File: src/rtl/load_writeback_unit_if.sv
// Read port between the write-back unit and the variable-latency data memory.
// Handshake: the unit holds Mem_Rd_Req high with a stable Mem_Addr until the
// memory answers with a single-cycle Mem_Rd_Ack; Mem_Rd_Data is valid only
// in that ack cycle. An ack while Mem_Rd_Req is low carries no meaning.
interface load_writeback_unit_if #(
    parameter int DWIDTH = 32
);
    logic              Mem_Rd_Req;
    logic [DWIDTH-1:0] Mem_Addr;
    logic              Mem_Rd_Ack;
    logic [DWIDTH-1:0] Mem_Rd_Data;

    modport master (
        output Mem_Rd_Req,
        output Mem_Addr,
        input  Mem_Rd_Ack,
        input  Mem_Rd_Data
    );

    modport slave (
        input  Mem_Rd_Req,
        input  Mem_Addr,
        output Mem_Rd_Ack,
        output Mem_Rd_Data
    );
endinterface

File: src/rtl/load_writeback_unit.sv
// Write-back stage feeding the register file write port. Non-load results are
// written in the same cycle; loads run IDLE -> REQ -> WB against data memory,
// stalling fetch until the extended load value is written.
module load_writeback_unit #(
    parameter int DWIDTH      = 32,
    parameter int AWIDTH      = 5,
    parameter int ACK_TIMEOUT = 16
) (
    input  logic              Clk,
    input  logic              N_Rst,
    input  logic              Instr_Valid,
    input  logic              Reg_Write,
    input  logic [1:0]        Result_Src,
    input  logic [2:0]        Funct3,
    input  logic [AWIDTH-1:0] Rd,
    input  logic [DWIDTH-1:0] ALU_Result,
    input  logic [DWIDTH-1:0] PC_Plus4,
    input  logic [DWIDTH-1:0] Imm_Ext,
    load_writeback_unit_if.master mem,
    output logic              Stall,
    output logic              WE3,
    output logic [AWIDTH-1:0] WA3,
    output logic [DWIDTH-1:0] WD3,
    output logic              Load_Fault,
    output logic [1:0]        Fault_Cause,
    output logic [1:0]        dbg_state
);

    typedef enum logic [1:0] {IDLE = 2'd0, REQ = 2'd1, WB = 2'd2} state_t;

    localparam int            CW       = $clog2(ACK_TIMEOUT + 1);
    localparam logic [CW-1:0] CNT_LAST = CW'(ACK_TIMEOUT - 1);

    state_t            state, state_nxt;
    logic [AWIDTH-1:0] rd_q;
    logic              we_q;
    logic [2:0]        f3_q;
    logic [DWIDTH-1:0] addr_q;
    logic [DWIDTH-1:0] data_q;
    logic [CW-1:0]     cnt_q;
    logic              fault_q;
    logic [1:0]        cause_q;

    logic              is_load, illegal_f3, misaligned, start_load, timeout;
    logic              fault_det;
    logic [1:0]        cause_det;
    logic [7:0]        byte_sel;
    logic [15:0]       half_sel;
    logic [DWIDTH-1:0] load_ext;
    logic              rd_req;
    logic [DWIDTH-1:0] rd_addr;

    // Load decode and fault detection for the instruction presented in IDLE.
    always_comb begin
        is_load    = Instr_Valid && (Result_Src == 2'b01);
        illegal_f3 = (Funct3 == 3'b011) || (Funct3[2:1] == 2'b11);
        misaligned = ((Funct3[1:0] == 2'b01) && ALU_Result[0]) ||
                     ((Funct3 == 3'b010) && (ALU_Result[1:0] != 2'b00));
        start_load = (state == IDLE) && is_load && !illegal_f3 && !misaligned;
        timeout    = (state == REQ) && !mem.Mem_Rd_Ack && (cnt_q == CNT_LAST);
        fault_det  = 1'b0;
        cause_det  = 2'b00;
        if ((state == IDLE) && is_load && illegal_f3) begin
            fault_det = 1'b1;
            cause_det = 2'b10;
        end else if ((state == IDLE) && is_load && misaligned) begin
            fault_det = 1'b1;
            cause_det = 2'b01;
        end else if (timeout) begin
            fault_det = 1'b1;
            cause_det = 2'b11;
        end
    end

    // State register.
    always_ff @(posedge Clk or negedge N_Rst) begin
        if (!N_Rst) state <= IDLE;
        else        state <= state_nxt;
    end

    // Next-state logic.
    always_comb begin
        state_nxt = state;
        case (state)
            IDLE:    if (start_load) state_nxt = REQ;
            REQ:     if (mem.Mem_Rd_Ack) state_nxt = WB;
                     else if (timeout)   state_nxt = IDLE;
            WB:      state_nxt = IDLE;
            default: state_nxt = IDLE;
        endcase
    end

    // Load context capture, ack wait counter and registered fault report.
    always_ff @(posedge Clk or negedge N_Rst) begin
        if (!N_Rst) begin
            rd_q    <= '0;
            we_q    <= 1'b0;
            f3_q    <= 3'b000;
            addr_q  <= '0;
            data_q  <= '0;
            cnt_q   <= '0;
            fault_q <= 1'b0;
            cause_q <= 2'b00;
        end else begin
            if (start_load) begin
                rd_q   <= Rd;
                we_q   <= Reg_Write;
                f3_q   <= Funct3;
                addr_q <= ALU_Result;
                cnt_q  <= '0;
            end else if (state == REQ) begin
                if (mem.Mem_Rd_Ack) data_q <= mem.Mem_Rd_Data;
                else                cnt_q  <= cnt_q + 1'b1;
            end
            fault_q <= fault_det;
            cause_q <= cause_det;
        end
    end

    // Byte/half selection and sign/zero extension of the captured word.
    always_comb begin
        case (addr_q[1:0])
            2'd0:    byte_sel = data_q[7:0];
            2'd1:    byte_sel = data_q[15:8];
            2'd2:    byte_sel = data_q[23:16];
            default: byte_sel = data_q[31:24];
        endcase
        half_sel = addr_q[1] ? data_q[31:16] : data_q[15:0];
        case (f3_q)
            3'b000:  load_ext = {{(DWIDTH-8){byte_sel[7]}}, byte_sel};
            3'b100:  load_ext = {{(DWIDTH-8){1'b0}}, byte_sel};
            3'b001:  load_ext = {{(DWIDTH-16){half_sel[15]}}, half_sel};
            3'b101:  load_ext = {{(DWIDTH-16){1'b0}}, half_sel};
            default: load_ext = data_q;
        endcase
    end

    // Outputs per state; everything is forced low while reset is asserted.
    always_comb begin
        rd_req      = 1'b0;
        rd_addr     = '0;
        Stall       = 1'b0;
        WE3         = 1'b0;
        WA3         = '0;
        WD3         = '0;
        Load_Fault  = 1'b0;
        Fault_Cause = 2'b00;
        dbg_state   = 2'b00;
        if (N_Rst) begin
            Load_Fault  = fault_q;
            Fault_Cause = cause_q;
            dbg_state   = state;
            case (state)
                IDLE: begin
                    Stall = start_load;
                    if (Instr_Valid && Reg_Write && (Rd != '0) && (Result_Src != 2'b01)) begin
                        WE3 = 1'b1;
                        WA3 = Rd;
                        case (Result_Src)
                            2'b10:   WD3 = PC_Plus4;
                            2'b11:   WD3 = Imm_Ext;
                            default: WD3 = ALU_Result;
                        endcase
                    end
                end
                REQ: begin
                    rd_req  = 1'b1;
                    rd_addr = {addr_q[DWIDTH-1:2], 2'b00};
                    Stall   = 1'b1;
                end
                WB: begin
                    WE3 = we_q && (rd_q != '0);
                    WA3 = rd_q;
                    WD3 = load_ext;
                end
                default: ;
            endcase
        end
    end

    assign mem.Mem_Rd_Req = rd_req;
    assign mem.Mem_Addr   = rd_addr;

endmodule

File: src/flat_wrapper.sv
// flat-port wrapper written by rule: the top's interface ports become plain ports
module load_writeback_unit_flat 
#(
    parameter int DWIDTH      = 32,
    parameter int AWIDTH      = 5,
    parameter int ACK_TIMEOUT = 16
)
  (Clk, N_Rst, Instr_Valid, Reg_Write, Result_Src, Funct3, Rd, ALU_Result, PC_Plus4, Imm_Ext, Stall, WE3, WA3, WD3, Load_Fault, Fault_Cause, dbg_state, mem_Mem_Rd_Req, mem_Mem_Addr, mem_Mem_Rd_Ack, mem_Mem_Rd_Data);
  load_writeback_unit_if #(.DWIDTH(DWIDTH)) mem_i ();
  input  logic Clk;
  input  logic N_Rst;
  input  logic Instr_Valid;
  input  logic Reg_Write;
  input  logic [1:0] Result_Src;
  input  logic [2:0] Funct3;
  input  logic [AWIDTH-1:0] Rd;
  input  logic [DWIDTH-1:0] ALU_Result;
  input  logic [DWIDTH-1:0] PC_Plus4;
  input  logic [DWIDTH-1:0] Imm_Ext;
  output logic Stall;
  output logic WE3;
  output logic [AWIDTH-1:0] WA3;
  output logic [DWIDTH-1:0] WD3;
  output logic Load_Fault;
  output logic [1:0] Fault_Cause;
  output logic [1:0] dbg_state;
  output wire logic [$bits(mem_i.Mem_Rd_Req)-1:0] mem_Mem_Rd_Req;
  output wire logic [$bits(mem_i.Mem_Addr)-1:0] mem_Mem_Addr;
  input wire logic [$bits(mem_i.Mem_Rd_Ack)-1:0] mem_Mem_Rd_Ack;
  input wire logic [$bits(mem_i.Mem_Rd_Data)-1:0] mem_Mem_Rd_Data;
  assign mem_Mem_Rd_Req = mem_i.Mem_Rd_Req;
  assign mem_Mem_Addr = mem_i.Mem_Addr;
  assign mem_i.Mem_Rd_Ack = mem_Mem_Rd_Ack;
  assign mem_i.Mem_Rd_Data = mem_Mem_Rd_Data;
  load_writeback_unit #(.DWIDTH(DWIDTH), .AWIDTH(AWIDTH), .ACK_TIMEOUT(ACK_TIMEOUT)) u_core (.Clk(Clk), .N_Rst(N_Rst), .Instr_Valid(Instr_Valid), .Reg_Write(Reg_Write), .Result_Src(Result_Src), .Funct3(Funct3), .Rd(Rd), .ALU_Result(ALU_Result), .PC_Plus4(PC_Plus4), .Imm_Ext(Imm_Ext), .mem(mem_i), .Stall(Stall), .WE3(WE3), .WA3(WA3), .WD3(WD3), .Load_Fault(Load_Fault), .Fault_Cause(Fault_Cause), .dbg_state(dbg_state));
endmodule
File: config.mk
export PLATFORM = sky130hd
export DESIGN_NAME = load_writeback_unit_flat
export DESIGN_NICKNAME = d
export VERILOG_FILES = /design/src/rtl/load_writeback_unit_if.sv /design/src/rtl/load_writeback_unit.sv /design/src/flat_wrapper.sv
export SDC_FILE = /design/constraint.sdc
export NUM_CORES = 1
export LEC_CHECK = 0
export CORE_ASPECT_RATIO = 0.7
export CORE_UTILIZATION = 38
export DETAILED_ROUTE_END_ITERATION = 8
export MAX_ROUTING_LAYER = met4
export PLACE_DENSITY = 0.76
export SYNTH_ARGS = -nofsm -noshare
export SYNTH_HDL_FRONTEND = slang
export SYNTH_SLANG_ARGS = --single-unit
File: constraint.sdc
create_clock -name Clk -period 1.8 [get_ports Clk]
set_input_delay 0.45 -clock Clk [delete_from_list [all_inputs] [get_ports Clk]]
set_output_delay 0.45 -clock Clk [all_outputs]
set_load 0.05 [all_outputs]
==> flow_summary_export.csv, run 1 <==
group,metric,value,unit
outcome,status,"finished, violations left",
outcome,violations,"negative setup slack",
grt,grt_pass1_vias,6021,
setup_path,critPathLaunchType,"flip-flop",
sta,hold_ws,86.3,ps
sta,finalSetupViolations,150,
route,drc,0,
route,dr_total_vias,5828,
synth,async_reset_ff_share,100,%
synth,yosys_warnings,0,
cells_and_area,stdcell_count,1016,
setup_path,timing.rr.start,"u_core.state[0]",
setup_path,crit_start,"u_core.addr_q[1]",
setup_path,slowest_delay,420,ps
cts,cts_tree,"built",
setup_path,crit_required,1350,ps
power,ir_drop,515,uV
grt,antenna_found_initial,1,
cells_and_area,area_growth,114,%
setup_path,critPathCaptureType,"output pin",
sta,final-hold-violation-count,0,
sta,period_minus_slack,2560,ps
route,ant_nets,0,
synth,synthCells,518,
sta,fin_skew,6.66,ps
worst_hold_path,hp-class,"primary input to asynchronous set/reset pin",
route,drtPass1Iterations,5,
setup_path,cpLargestDelayFamily,"compound AO/OA/AOI/OAI gates",
die,io_pins,220,
placement,io_buffer_count,217,
cts,numCtsBuffers,9,
power,power_density,800,mW/mm2
cts,root_buffer,"clkbuf_16",
cts,h-tree-depth,3,
sta,worst_pin_slew,582,ps
grt,grt-ovfl-total,0,
synth,ys_types,47,
placement,dp_worst_setup_slack,-857,ps
sta,slew_headroom,60.8,%
sta,max_freq,0.391,GHz
cells_and_area,drive_gt1_share,51.3,%
setup_path,crit_buf_inv,2,
synth,yosysTopAreaCell,"dfrtp_1",
die,initial_core_util,39.1,%
placement,dp.cells,962,
sta,fin_crit_sh,142,%
synth,synth_area_per_cell,9.99,um2
route,drtIter0Drc,369,
grt,grt_first_pass_wirelength,34800,um
setup_path,path_cells,"buf_4 -> mux2_2 -> a21oi_1 -> o21ai_0 -> a32o_1 -> buf_12",
synth,seq_area_frac_synth,40.2,%
synth,yosysMostFrequentCell,"dfrtp_1",
job,maxCapViolCount,0,
placement,dp_hpwl,15800,um
synth,yosys-top-cells-count,"dfrtp_1, mux2_2, a21oi_1",
placement,gp_congestion,0.898,
sta,rsz0062_at_grt,"true",
cts,clk_path_buf_depth,2,
cts,clk_latency,340,ps
cells_and_area,finalNetCount,971,
synth,ys_seq_elements,83,
synth,synth.top_cell.area_share,40.2,%
power,p_leak,0.00469,uW
cts,postCtsHoldBufs,0,
die,dieWidth,141,um
grt,track_usage,34.3,%
synth,synth_edf_count,0,
sta,setup_ws,-757,ps
synth,ys.flop_type,"dfrtp_1",
setup_path,reg2reg_slack,-400,ps
route,via_per_inst,5.74,
setup_path,slowest_stage,"dfrtp_2",
die,rows,35,
die,coreArea,0.0132,mm2
cts,clk_pin_slew,60,ps
setup_path,crit_path_max_fanout,7,
grt,grt_start_max_net_pins,42,
synth,synth.top_cells.by_area,"dfrtp_1, mux2_2, mux2i_1",
route,wl_per_cell,24.6,um
die,die_area,0.0141,mm2
sta,slew_violations,0,
setup_path,path_class,"flip-flop to output pin",
setup_path,arrival,2110,ps
die,die_h,99.6,um
cts,clock_sinks,83,
sta,tns,-56370,ps
synth,syn_area,0.00517,mm2
route,routed_wl,25000,um
path summary, 6_finish.rpt:
kind                                     end  cells past startpoint
max in group asynchronous   u_core.addr_q[1]                      4
min reg2reg                u_core.addr_q[16]                      1
min                           u_core.f3_q[0]                      2
max                                  WD3[14]                      6
min in group Clk           u_core.addr_q[16]                      1
max reg2reg                 u_core.addr_q[4]                     10
routing by layer:
layer  wire length (um)  global-route usage, %
met1              10500                   43.6
met2              11600                   54.2
met3               2080                   7.46
met4                813                   11.8
met5                  0                      -
stage by stage:
| step | area, um2 | power, uW | util (%) |
|---|---|---|---|
| after floorplan | 5830 | 4430 | - |
| after global placement | 9450 | 5740 | 71.5 |
| after detailed placement | 9450 | 5880 | 71.5 |
| after CTS | 10700 | 8330 | 81.3 |
| after global routing | 11100 | 9150 | 83.6 |
| final | 11100 | 8850 | 83.6 |
sequential cells by signal, summed over array words and instances, names as in the netlist:
name            cells
u_core.f3_q         3
u_core.cause_q      2
u_core.cnt_q        5
u_core.rd_q         5
u_core.fault_q      1
u_core.data_q      32
u_core.addr_q      32
u_core.we_q         1
u_core.state        2
area by class of cell:
| type | instances | area [um2] |
|---|---|---|
| repair buffers | 345 | 4380 |
| multi-input cells | 375 | 4000 |
| fillers | 670 | 2160 |
| flip-flops and latches | 83 | 2080 |
| clock buffers | 10 | 239 |
| well taps | 185 | 231 |
| clock inverters | 5 | 77.6 |
| inverters | 12 | 48.8 |
| diodes | 1 | 2.50 |
where the power goes:
group	leakage, uW	switching (uW)	internal [uW]
Clock	0.000154	765	1240
Sequential	0.00102	482	2440
Combinational	0.00351	1780	2150
cells in the final DEF, fill, tap and decap left out, drive strengths merged, types with 14 or more instances in the layout:
master / n
o21ai: 22
clkbuf: 14
mux2i: 38
a32oi: 21
a21oi: 45
nor2: 35
buf: 200
dfrtp: 83
and3: 32
mux2: 72
clkdlybuf4s50: 127
nand2: 19
timing repair:
action | 4_1_cts | 5_1_grt
setup buffers | 22 | 13
gates resized for setup | 161 | 74
endpoints found under the setup margin | 113 | 148
cloned | 11 | 5
pin swaps | 47 | 15
endpoints found under the hold margin | 0 | 0
cell families after synthesis:
kind of cell    after synthesis  share of synthesized area, %
compound gates              132                          17.2
xor+xnor                      3                         0.508
fa+ha+maj                     2                         0.484
buf+inv                      61                          5.56
flops                        83                          40.2
mux                         110                          23.0
other cells                   1                        0.0725
simple gates                126                          13.0
No activity file was read; power rests on OpenSTA's default activity.
==> run 2, diff against run 1 <==
REMOVE_ABC_BUFFERS = 1   (was unset)
clock period = 2.1 ns   (was 1.8 ns; I/O delays follow)
==> run 2 against run 1 <==
The run still ends with negative setup slack left. Clock power down 15%. Cell count decreased by 3.3%. Combinational power decreased by 25%. Highest routed layer unchanged. Cell area decreased by 8.5%. Wire length shrank 7.5%. Sequential share of layout area rose by 1.7 points. Clock skew shrank 0.71 ps. Die area unchanged. Global-route usage fell by 3.9 points.
==> flow_summary_export.csv, run 2 (synthesis gave the netlist of run 1 again) <==
group,metric,value,unit
cells_and_area,top_regs,"u_core.addr_q: 32 flops, u_core.data_q: 32 flops",
power,p_leak,0.00425,uW
sta,setup_ws,-657,ps
setup_path,crit_required,1570,ps
grt,grt-ovfl-total,0,
sta,max_freq,0.363,GHz
job,maxCapViolCount,0,
placement,io_buffer_count,217,
route,wl_per_cell,23.6,um
grt,grt_pass1_vias,5599,
grt,grt_start_max_net_pins,66,
cts,clk_latency,340,ps
setup_path,r2r_end,"u_core.addr_q[2]",
placement,dp.cells,942,
grt,track_usage,30.4,%
grt,grt_first_pass_wirelength,31400,um
route,drc,0,
cts,clock_sinks,83,
cells_and_area,filler_cell_count,773,
worst_hold_path,hp-class,"primary input to asynchronous set/reset pin",
cts,cts_tree,"built",
sta,fin_crit_sh,131,%
outcome,status,"finished, violations left",
cells_and_area,drive_gt1_share,46.3,%
cells_and_area,final_util,76.5,%
die,coreArea,0.0132,mm2
grt,antenna_found_initial,0,
sta,worst_pin_slew,517,ps
die,rows,35,
cells_and_area,num_antenna_cells,0,
sta,fin_skew,5.95,ps
cts,root_buffer,"clkbuf_16",
cts,clk_pin_slew,60,ps
setup_path,critPathCaptureType,"output pin",
setup_path,reg2reg_slack,-90,ps
cells_and_area,multiInputGateArea,0.00348,mm2
setup_path,arrival,2230,ps
cells_and_area,regArea,0.00208,mm2
cts,clk_path_buf_depth,2,
cells_and_area,area_growth,95.6,%
cts,postCtsHoldBufs,0,
cells_and_area,final_cell_mix,"clkdlybuf4s50_1, dfrtp_1, buf_12",
die,dieWidth,141,um
placement,dp_hpwl,14400,um
die,die_area,0.0141,mm2
sta,period_minus_slack,2760,ps
die,die_h,99.6,um
cts,h-tree-depth,3,
route,drtPass1Iterations,5,
placement,gp_congestion,0.888,
setup_path,rr_worst_depth,7,
route,routed_wl,23200,um
route,drtIter0Drc,410,
cells_and_area,final_common_cell,"clkdlybuf4s50_1",
sta,slew_violations,0,
setup_path,timing.rr.start,"u_core.state[1]",
route,via_per_inst,5.80,
outcome,violations,"negative setup slack",
die,initial_core_util,39.1,%
setup_path,critPathLaunchType,"flip-flop",
setup_path,crit_path_max_fanout,5,
die,io_pins,220,
sta,finalSetupViolations,111,
sta,rsz0062_at_grt,"true",
placement,dp_worst_setup_slack,-820,ps
sta,slew_headroom,65.5,%
power,power_density,709,mW/mm2
cts,numCtsBuffers,9,
cells_and_area,finalNetCount,937,
cells_and_area,stdcell_count,982,
route,ant_nets,0,
route,dr_total_vias,5692,
setup_path,path_class,"flip-flop to output pin",
sta,final-hold-violation-count,0,
power,ir_drop,620,uV
run 2: how the worst max path moves through the flow:
stage	start	to	depth (start not counted)
after floorplan	u_core.state[1]	WD3[5]	4
after global placement	Instr_Valid	WD3[12]	6
after detailed placement	Instr_Valid	WD3[12]	6
after CTS	u_core.addr_q[1]	WD3[22]	7
after global routing	u_core.addr_q[1]	WD3[24]	7
final	u_core.addr_q[1]	WD3[4]	8
run 2: power breakdown:
| group | switching (uW) | leakage, uW | internal, uW |
|---|---|---|---|
| Clock | 681 | 0.000155 | 1020 |
| Combinational | 1360 | 0.00308 | 1590 |
| Sequential | 453 | 0.00102 | 2080 |
| Total | 2490 | 0.00425 | 4690 |
run 2: stage by stage:
step,setup TNS [ps],total power (uW),hold WS [ps],area (um2)
final,-34030,7180,177,10100
after global routing,-37740,7410,181,10100
after CTS,-20760,6680,164,9620
after detailed placement,-39550,4740,488,8750
after global placement,-37110,4620,481,8750
after floorplan,-72560,3500,229,4930
run 2: area by class of cell:
cell class,instances,share of cell area (%)
repair buffers,311,39.2
multi-input cells,375,34.4
clock buffers,12,2.63
inverters,12,0.445
well taps,185,2.29
flip-flops and latches,83,20.5
clock inverters,4,0.470
run 2: repair_timing:
item / CTS / global route
pin swaps: 38 / 13
buffers inserted: 12 / 9
setup endpoints to repair: 84 / 111
gates cloned: 3 / 3
resized for setup: 98 / 101
run 2: per-layer routing:
layer	track usage (%)	wire [um]	up-vias
li1	-	-	2471
met1	37.3	9310	2829
met2	49.2	11300	335
met3	7.61	1930	57
met4	10.2	660	0
met5	-	0	-
run 2: critical path, stage by stage (launching register included):
cell and delay, ps:
dfrtp_1 470, buf_4 190, buf_8 120, inv_1 60
a21oi_2 200, buf_4 160, o211ai_1 230, a21oi_2 290
buf_12 160
==> run 3, diff against run 2 <==
ABC_AREA = 1   (was unset)
PLACE_DENSITY = 0.75   (was 0.76)
==> run 3 against run 2 <==
Setup slack improved by 220 ps. The flow still finishes with violations (negative setup slack). Synthesized cell count rose by 57%. Total power shrank 3.9%. Fmax rose by 8.7%. Highest routed layer unchanged.
==> flow_summary_export.csv, run 3 <==
group,metric,value,unit
route,drtPass1Iterations,6,
power,ir_drop,430,uV
setup_path,path_class,"flip-flop to output pin",
sta,finalSetupViolations,78,
synth,yosysTopAreaCell,"dfrtp_1",
sta,setup_ws,-437,ps
grt,grt_first_pass_wirelength,35800,um
synth,ys_seq_elements,83,
grt,grt_pass1_vias,6788,
sta,hold_ws,105,ps
sta,period_minus_slack,2540,ps
grt,track_usage,33.9,%
die,rows,36,
sta,fin_skew,4.97,ps
cells_and_area,fin_area,0.0113,mm2
setup_path,critPathLaunchType,"flip-flop",
synth,ys.flop_type,"dfrtp_1",
sta,slew_violations,0,
route,wl_per_cell,18.9,um
route,ant_nets,0,
power,p_leak,0.00527,uW
setup_path,critPathCaptureType,"output pin",
setup_path,reg2reg_slack,-20,ps
die,coreArea,0.0139,mm2
worst_hold_path,hp-class,"primary input to asynchronous set/reset pin",
placement,io_buffer_count,217,
cts,root_buffer,"clkbuf_16",
cts,cts_tree,"built",
placement,gp_congestion,0.910,
setup_path,arrival,2010,ps
cts,clk_pin_slew,60,ps
cts,numCtsBuffers,9,
synth,seq_area_frac_synth,38.4,%
cts,clk_path_buf_depth,2,
outcome,violations,"negative setup slack",
setup_path,rr_worst_depth,11,
synth,synth_area_per_cell,6.66,um2
synth,async_reset_ff_share,100,%
placement,post_dp_cell_area,0.00923,mm2
sta,rsz0062_at_grt,"true",
route,dr_total_vias,7041,
synth,synthCells,813,
synth,ys_types,34,
synth,synth.top_cell.area_share,38.4,%
cells_and_area,top_regs,"u_core.addr_q: 32 flops, u_core.data_q: 32 flops",
power,power.internal,4260,uW
cells_and_area,final_cell_mix,"nand2_1, clkdlybuf4s50_1, buf_4",
route,via_per_inst,5.27,
sta,fin_crit_sh,121,%
synth,syn_area,0.00541,mm2
synth,synth_edf_count,0,
sta,max_freq,0.394,GHz
cells_and_area,finalNetCount,1286,
grt,antenna_found_initial,2,
synth,yosys_warnings,0,
setup_path,crit_required,1570,ps
power,p_clk_share,22.9,%
setup_path,r2r_end,"u_core.data_q[28]",
placement,dp_hpwl,15500,um
die,io_pins,220,
sta,final-hold-violation-count,0,
cells_and_area,drive_gt1_share,39.1,%
job,maxCapViolCount,0,
synth,yosys-top-cells-count,"nand2_1, dfrtp_1, nor2_1",
synth,yosysMostFrequentCell,"nand2_1",
die,initial_core_util,38.9,%
grt,grt_start_max_net_pins,65,
cts,clock_sinks,83,
cts,clk_latency,350,ps
outcome,status,"finished, violations left",
power,p_seq_share,35.0,%
route,drc,0,
sta,slew_headroom,57.2,%
die,dieWidth,145,um
power,power_density,610,mW/mm2
setup_path,timing.rr.start,"u_core.state[1]",
synth,synth.top_cells.by_area,"dfrtp_1, nand2_1, o211ai_1",
power,switching_share,38.3,%
sta,tns,-21850,ps
die,die_area,0.0147,mm2
route,drtIter0Drc,500,
grt,grt-ovfl-total,0,
cells_and_area,final_common_cell,"nand2_1",
die,die_h,102,um
power,p_switching,2640,uW
setup_path,crit_path_max_fanout,8,
cts,h-tree-depth,3,
cells_and_area,filler_cell_count,843,
power,pwr-share-comb,42.1,%
cells_and_area,final_util,81.2,%
cells_and_area,area_growth,109,%
route,routed_wl,25200,um
sta,worst_pin_slew,642,ps
## run 3: cell types whose count changed in the layout (fill, tap and decap cells not counted), moves of 37 or more
| cell | previous run | this run |
|---|---|---|
| nand2_1 | 18 | 253 |
| inv_1 | 12 | 54 |
| mux2i_1 | 37 | 0 |
| buf_4 | 60 | 106 |
| mux2_2 | 43 | 0 |
| o21ai_1 | 2 | 47 |
| nand2_4 | 0 | 52 |
## run 3: worst max-delay path, cell delays in order, from the launching register on
cell and delay, ps:
dfrtp_2 450, buf_12 160, clkinv_8 60, nand2_4 50, nand2_2 70, nand4_1 80, buf_4 170, nand3_4 140
nand2_2 130, a21oi_4 190, buf_12 150
## run 3: worst max path at each step
stage,startpoint,endpoint,slack (ps)
CTS,u_core.addr_q[1],WD3[6],-420
detailed placement,Result_Src[1],WD3[30],-790
floorplan,N_Rst,Stall,-1110
global placement,Result_Src[1],WD3[10],-780
global route,u_core.addr_q[1],WD3[16],-480
finish,u_core.addr_q[1],WD3[16],-440
## run 3: logic make-up (layout without fill, tap and decap cells)
family                   count (synthesis)  after routing  share of synthesized area [%]
flip-flops                              83             83                           38.4
other                                    1              4                         0.0693
AND/OR/NAND/NOR                        444            445                           33.8
buffers and inverters                  121            451                           10.0
AO/OA/AOI/OAI                          161            161                           17.1
adder cells (fa/ha/maj)                  2              2                          0.462
XOR/XNOR                                 1              1                          0.162
## run 3: metrics by stage
stage	setup WS, ps	total power [uW]	cells
4_1_cts	-417	6520	1329
6_report	-437	6900	1337
3_5_place_dp	-788	4540	1276
2_1_floorplan	-1110	3370	764
5_1_grt	-484	7220	1337
3_3_place_gp	-777	4470	1276
## run 3: final cells by class
type,count,area (um2),area share [%]
multi-input cells,611,3940,34.8
clock inverters,5,55.1,0.487
clock buffers,10,229,2.03
flip-flops and latches,83,2080,18.4
diodes,2,5.00,0.0443
inverters,71,309,2.73
repair buffers,365,4450,39.4
well taps,190,238,2.10
## run 3: per-layer routing
layer  track usage (%)  routed length (um)  vias to the layer above
met5                 -                   0                        -
li1                  -                   -                     3249
met4              10.8                 567                        0
met3              8.76                2170                       58
met1              40.6               10000                     3414
met2              55.9               12500                      320
## run 3: what timing repair did
| item | CTS | global route |
|---|---|---|
| hold buffers | 1 | 0 |
| buffers inserted | 31 | 10 |
| pin swaps | 72 | 68 |
| gates resized for setup | 279 | 76 |
| endpoints found under the hold margin | 3 | 0 |
| setup endpoints to repair | 69 | 101 |
| gates cloned | 7 | 3 |
## run 3: power groups by stage
stage	Combinational, uW	Clock (uW)	Sequential (uW)
6_report	2910	1580	2410
4_1_cts	2570	1590	2370
3_5_place_dp	2220	0	2320
2_1_floorplan	1100	0	2260
5_1_grt	3130	1660	2440
3_3_place_gp	2160	0	2300
